--- src/rtl/turn_input_ctrl.sv ---
// Per-turn move collector with countdown for the game FSM.
// Optional foul output is compiled in when FOUL_DETECT_EN is defined.
module turn_input_ctrl #(
  parameter int unsigned TICK_DIV   = 100000000,
  parameter int unsigned TURN_TICKS = 5
) (
  input  logic       clk,
  input  logic       rst,
  input  logic       enable,
  input  logic       clear,
  input  logic       turn_req,
  input  logic       turn,
  input  logic [2:0] p1_key,
  input  logic [2:0] p2_key,
  output logic [1:0] p1_move,
  output logic [1:0] p2_move,
  output logic       move_valid,
  output logic       timeout,
  output logic       busy,
  output logic [3:0] time_left,
`ifdef FOUL_DETECT_EN
  output logic       foul,
`endif
  output logic [1:0] state_dbg
);

  localparam int unsigned     PW         = $clog2(TICK_DIV);
  localparam logic [PW-1:0]   PRESC_LAST = PW'(TICK_DIV - 1);
  localparam logic [3:0]      TL_INIT    = 4'(TURN_TICKS);

  typedef enum logic [1:0] {
    ST_IDLE    = 2'd0,
    ST_COLLECT = 2'd1,
    ST_DONE    = 2'd2
  } state_t;

  state_t        state_q, state_d;
  logic [PW-1:0] presc_q;
  logic          active_q;
  logic [2:0]    act_key;
  logic [1:0]    key_move;
  logic          key_hit;
  logic          tick;
  logic          in_collect;
  logic          start;
  logic          accept;
  logic          expire;

  assign in_collect = (state_q == ST_COLLECT);
  assign start      = (state_q == ST_IDLE) && turn_req && enable;
  assign act_key    = active_q ? p2_key : p1_key;
  assign key_hit    = (act_key != 3'b000);
  assign tick       = in_collect && (presc_q == PRESC_LAST);

  // Outcome pulses: move_valid and timeout each fire for one cycle, the
  // cycle after the deciding event, and are mutually exclusive by construction.
  assign accept = in_collect && enable && key_hit;
  assign expire = in_collect && enable && !key_hit && tick && (time_left == 4'd1);

  always_comb begin
    key_move = 2'd3;
    if (act_key[0])      key_move = 2'd1;
    else if (act_key[1]) key_move = 2'd2;
  end

  always_ff @(posedge clk or posedge rst) begin
    if (rst) state_q <= ST_IDLE;
    else     state_q <= state_d;
  end

  always_comb begin
    state_d = state_q;
    unique case (state_q)
      ST_IDLE:    if (start) state_d = ST_COLLECT;
      ST_COLLECT: begin
        if (!enable)                 state_d = ST_IDLE;
        else if (accept || expire)   state_d = ST_DONE;
      end
      ST_DONE:    state_d = ST_IDLE;
      default:    state_d = ST_IDLE;
    endcase
  end

  always_comb begin
    busy      = (state_q != ST_IDLE);
    state_dbg = state_q;
  end

  // A key ends the turn outright: the timer freezes even if a tick coincides.
  always_ff @(posedge clk or posedge rst) begin
    if (rst) begin
      active_q   <= 1'b0;
      presc_q    <= '0;
      time_left  <= '0;
      move_valid <= 1'b0;
      timeout    <= 1'b0;
    end else begin
      move_valid <= accept;
      timeout    <= expire;
      if (start) begin
        active_q  <= turn;
        presc_q   <= '0;
        time_left <= TL_INIT;
      end else if (in_collect) begin
        if (!enable) begin
          presc_q   <= '0;
          time_left <= '0;
        end else if (!key_hit) begin
          presc_q <= tick ? '0 : presc_q + PW'(1);
          if (tick) time_left <= time_left - 4'd1;
        end
      end else if ((state_q == ST_DONE) && !enable) begin
        time_left <= '0;
      end
    end
  end

  always_ff @(posedge clk or posedge rst) begin
    if (rst) begin
      p1_move <= 2'd0;
      p2_move <= 2'd0;
    end else if (clear) begin
      p1_move <= 2'd0;
      p2_move <= 2'd0;
    end else if (accept) begin
      if (active_q) p2_move <= key_move;
      else          p1_move <= key_move;
    end
  end

`ifdef FOUL_DETECT_EN
  logic [2:0] oth_key;
  assign oth_key = active_q ? p1_key : p2_key;

  always_ff @(posedge clk or posedge rst) begin
    if (rst) foul <= 1'b0;
    else     foul <= in_collect && (oth_key != 3'b000);
  end
`endif

endmodule

--- config.mk ---
export PLATFORM = sky130hd
export DESIGN_NAME = turn_input_ctrl
export DESIGN_NICKNAME = d
export VERILOG_FILES = /design/src/rtl/turn_input_ctrl.sv
export SDC_FILE = /design/constraint.sdc
export NUM_CORES = 1
export LEC_CHECK = 0
export CORE_ASPECT_RATIO = 0.75
export CORE_MARGIN = 3
export CORE_UTILIZATION = 55
export DETAILED_ROUTE_END_ITERATION = 6
export PLACE_DENSITY = 0.81
export SYNTH_ARGS = -nofsm -noshare
export SYNTH_HDL_FRONTEND = slang
export SYNTH_SLANG_ARGS = --single-unit
--- constraint.sdc ---
create_clock -name clk -period 2.7 [get_ports clk]
set_input_delay 0.27 -clock clk [delete_from_list [all_inputs] [get_ports clk]]
set_output_delay 0.27 -clock clk [all_outputs]
set_load 0.05 [all_outputs]
==> impl_results.md, run 1 <==
* RSZ-0062 raised after global routing: false
* Pin count of the biggest net entering global routing at 41
* Crit Path Class: flip-flop to flip-flop
* FF+latch area at 1000 um2
* Fmax at 421 MHz
* CP required at 2.89 ns
* CTS Buf Count at 5
* Final TNS setup at 0 ns
* Syn avg cell area at 9.30 um2
* Max clock buf depth at 2
* Routed WL at 5600 um
* Initial antenna violation count at 0
* Filler cells at 305
* Synth top area cells: dfrtp_1, nand2_1, or4_1
* Placed Cells incl. Taps at 325
* Total number of vias at 2048
* VDD IR max at 455 uV
* Post-synth top area cell: dfrtp_1
* Status: complete, no violations
* CTS sink count at 40
* Final Cycle Share at 88.0%
* CTS tree: done
* Crit path arrival time at 2.56 ns
* DIE AREA at 5070 um2
* Largest stage delay, worst path at 0.54 ns
* Worst R2R Start: presc_q[17]
* Reg clk slew, reported paths at 0.08 ns
* Antenna Nets Post-Route at 0
* Int Pwr at 901 uW
* R2R setup slack at 0.33 ns
* Post-Synthesis Cells at 251
* CTS root buffer: clkbuf_8
* Hold Crit Class: input pin to async pin
* Initial Util at 60.3%
* Yosys warns at 0
* Routed length per placed instance at 16.8 um
* Proportion of layout cells with a drive suffix above 1 at 11.7%
* Rows at 19
* Crit path from: presc_q[17]
* Vias in the first global route at 1979
* Max Cap Violations at 0
* Post-CTS setup buffers at 0
* Most used DFF post-synth: dfrtp_1
* Pins Over Slew Limit at 0
* Clk network pwr share at 33.0%
* Final hold violation count at 0
* Switching Fraction at 29.9%
* Leak at 1.07 nW
* CP max stage cell: or4b_1
* Final GP Congestion at 0.939
* Crit-path cells: or4b_1 -> or4_4 -> or3_1 -> a31oi_1 -> o21ai_1
* Hpwl dp at 4040 um
* Die Span X at 81.2 um
* Synthesized area at 2330 um2
* Sequential area share after synthesis at 42.9%
* Antenna cells at 0
* Skew-Pair Late Insertion Delay at 0.30 ns
* Least-Margin Pin Slew at 0.500 ns
* Tmin final at 2.37 ns
* Worst setup SP type: flip-flop
* CP max FO at 7
* Yosys top cell area share at 42.9%
* Total congestion overflow at 0
* P_sw at 385 uW
* Number of port buffers at 24
* Area Overhead vs Synth at 16.7%
* Die Y at 62.4 um
* Area of the multi-input gates at 1220 um2
* Total track usage at 25.2%
* DR DRC count at 0
* CTS Hold Bufs at 0
* Top Ports at 25
* EDFF count, synth at 0
* CP endpoint kind: flip-flop
* Relative slew slack at 66.3%
* Power Density at 472 nW/um2
* Cell variety after synth at 57
* First-pass GRT wire length at 9960 um
* Gate power share at 16.5%
* Drt via density at 6.15
* Final setup vio count at 0
* 1st-pass router iterations at 5
* Asr flop ratio synth at 100%
* Sequential power share at 50.5%
* Post-cts resize count at 0
* H-tree depth at 2
* Syn Nets at 266
* Core ar. at 3870 um2
* Fin nets at 295
* FF+latch count, synth at 40
* Clock skew at 0.00679 ns
* Finished Layout Cells at 333
* Iter 0 DRT Violations at 231
[worst max-delay path: cells and delay by family, from the launching register on]
family	cells	cell delay, ns
compound gates	2	0.32
flops	1	0.43
simple gates	3	1.51
[cell usage after synthesis (all sizes together) (2+ instances only)]
library cell	count
ha	3
and4	3
or3	6
nand4b	3
nand3	11
and2	3
a31oi	4
a21oi	16
nor3b	2
buf	7
nand4	11
or4	11
dfrtp	40
nor3	4
o21ai	18
xor2	5
and3	3
nand2b	3
nor4	4
o211ai	2
or4b	3
o22ai	2
a22o	2
inv	11
a311oi	2
nand2	21
nor2	24
clkbuf	3
o31ai	8
[logic make-up after synthesis]
group | share of synthesized area [%]
simple gates | 30.8
compound gates | 17.3
flops | 42.9
buf+inv | 4.72
xor+xnor | 1.88
fa+ha+maj | 1.61
mux | 0.911
[layout make-up]
type | instances | share of cell area (%)
multi-input cells | 190 | 44.9
flip-flops and latches | 40 | 36.7
repair buffers | 32 | 11.0
clock buffers | 6 | 3.03
well taps | 52 | 2.39
inverters | 11 | 1.52
clock inverters | 2 | 0.367
[registers in the layout, summed over array words and instances (netlist names)]
| name | flops |
|---|---|
| time_left | 4 |
| p2_move | 2 |
| move_valid | 1 |
| state_dbg | 2 |
| active_q | 1 |
| p1_move | 2 |
| timeout | 1 |
| presc_q | 27 |
[worst paths after layout]
path                                     end  cells past startpoint
worst min register to register    presc_q[6]                      1
min in group clk                  presc_q[6]                      1
worst min-delay path              presc_q[3]                      3
worst max-delay path             presc_q[12]                      5
worst max register to register   presc_q[12]                      5
max in group asynchronous       time_left[0]                      3
[layout by cell type (no fill, tap or decap), drive strengths merged, types with 8 or more instances in the layout]
master,n
a21oi,16
buf,8
clkdlybuf4s50,24
dfrtp,40
inv,11
nand2,21
nand3,11
nand4,11
nor2,24
o21ai,18
o31ai,8
or4,11
[power groups by stage]
stage | sequential (mW) | combinational, mW | clock, mW
final | 0.649 | 0.212 | 0.425
after global placement | 0.660 | 0.207 | 0
after detailed placement | 0.660 | 0.211 | 0
after floorplan | 0.684 | 0.118 | 0
after global routing | 0.656 | 0.230 | 0.455
after CTS | 0.648 | 0.212 | 0.424
[metal layers]
| metal | part of all wire [%] | vias up | GRT usage [%] |
|---|---|---|---|
| met5 | 0 | - | 0 |
| met4 | 0.93 | 0 | 6.75 |
| met3 | 5.3 | 7 | 5.33 |
| met2 | 42 | 56 | 33.0 |
| met1 | 51 | 980 | 41.1 |
| li1 | - | 1005 | - |
[metrics by stage]
stage / hold WS, ns / instance area [um2] / worst slack [ns] / utilization (%) / power [mW]
5_1_grt: 0.446 / 2720 / 0.0892 / 70.3 / 1.34
3_5_place_dp: 0.494 / 2630 / 0.137 / 67.9 / 0.871
3_3_place_gp: 0.486 / 2630 / 0.208 / 67.9 / 0.867
4_1_cts: 0.417 / 2720 / 0.335 / 70.3 / 1.28
6_report: 0.389 / 2720 / 0.325 / 70.3 / 1.29
2_1_floorplan: 0.336 / 2330 / 0.355 / - / 0.802
Note: power is estimated with default switching activity, not from simulation.
==> run 2, diff against run 1 <==
--- a/config.mk
+++ b/config.mk
@@ -5,9 +5,11 @@
 export SDC_FILE = /design/constraint.sdc
 export NUM_CORES = 1
 export LEC_CHECK = 0
+export ABC_CLOCK_PERIOD_IN_PS = 2700
 export CORE_ASPECT_RATIO = 0.75
 export CORE_MARGIN = 3
 export CORE_UTILIZATION = 55
+export CTS_CLUSTER_DIAMETER = 100
 export DETAILED_ROUTE_END_ITERATION = 6
 export PLACE_DENSITY = 0.81
 export SYNTH_ARGS = -nofsm -noshare
==> results of run 2 <==
The final DEF is identical to that of run 1; final timing and power are the same.
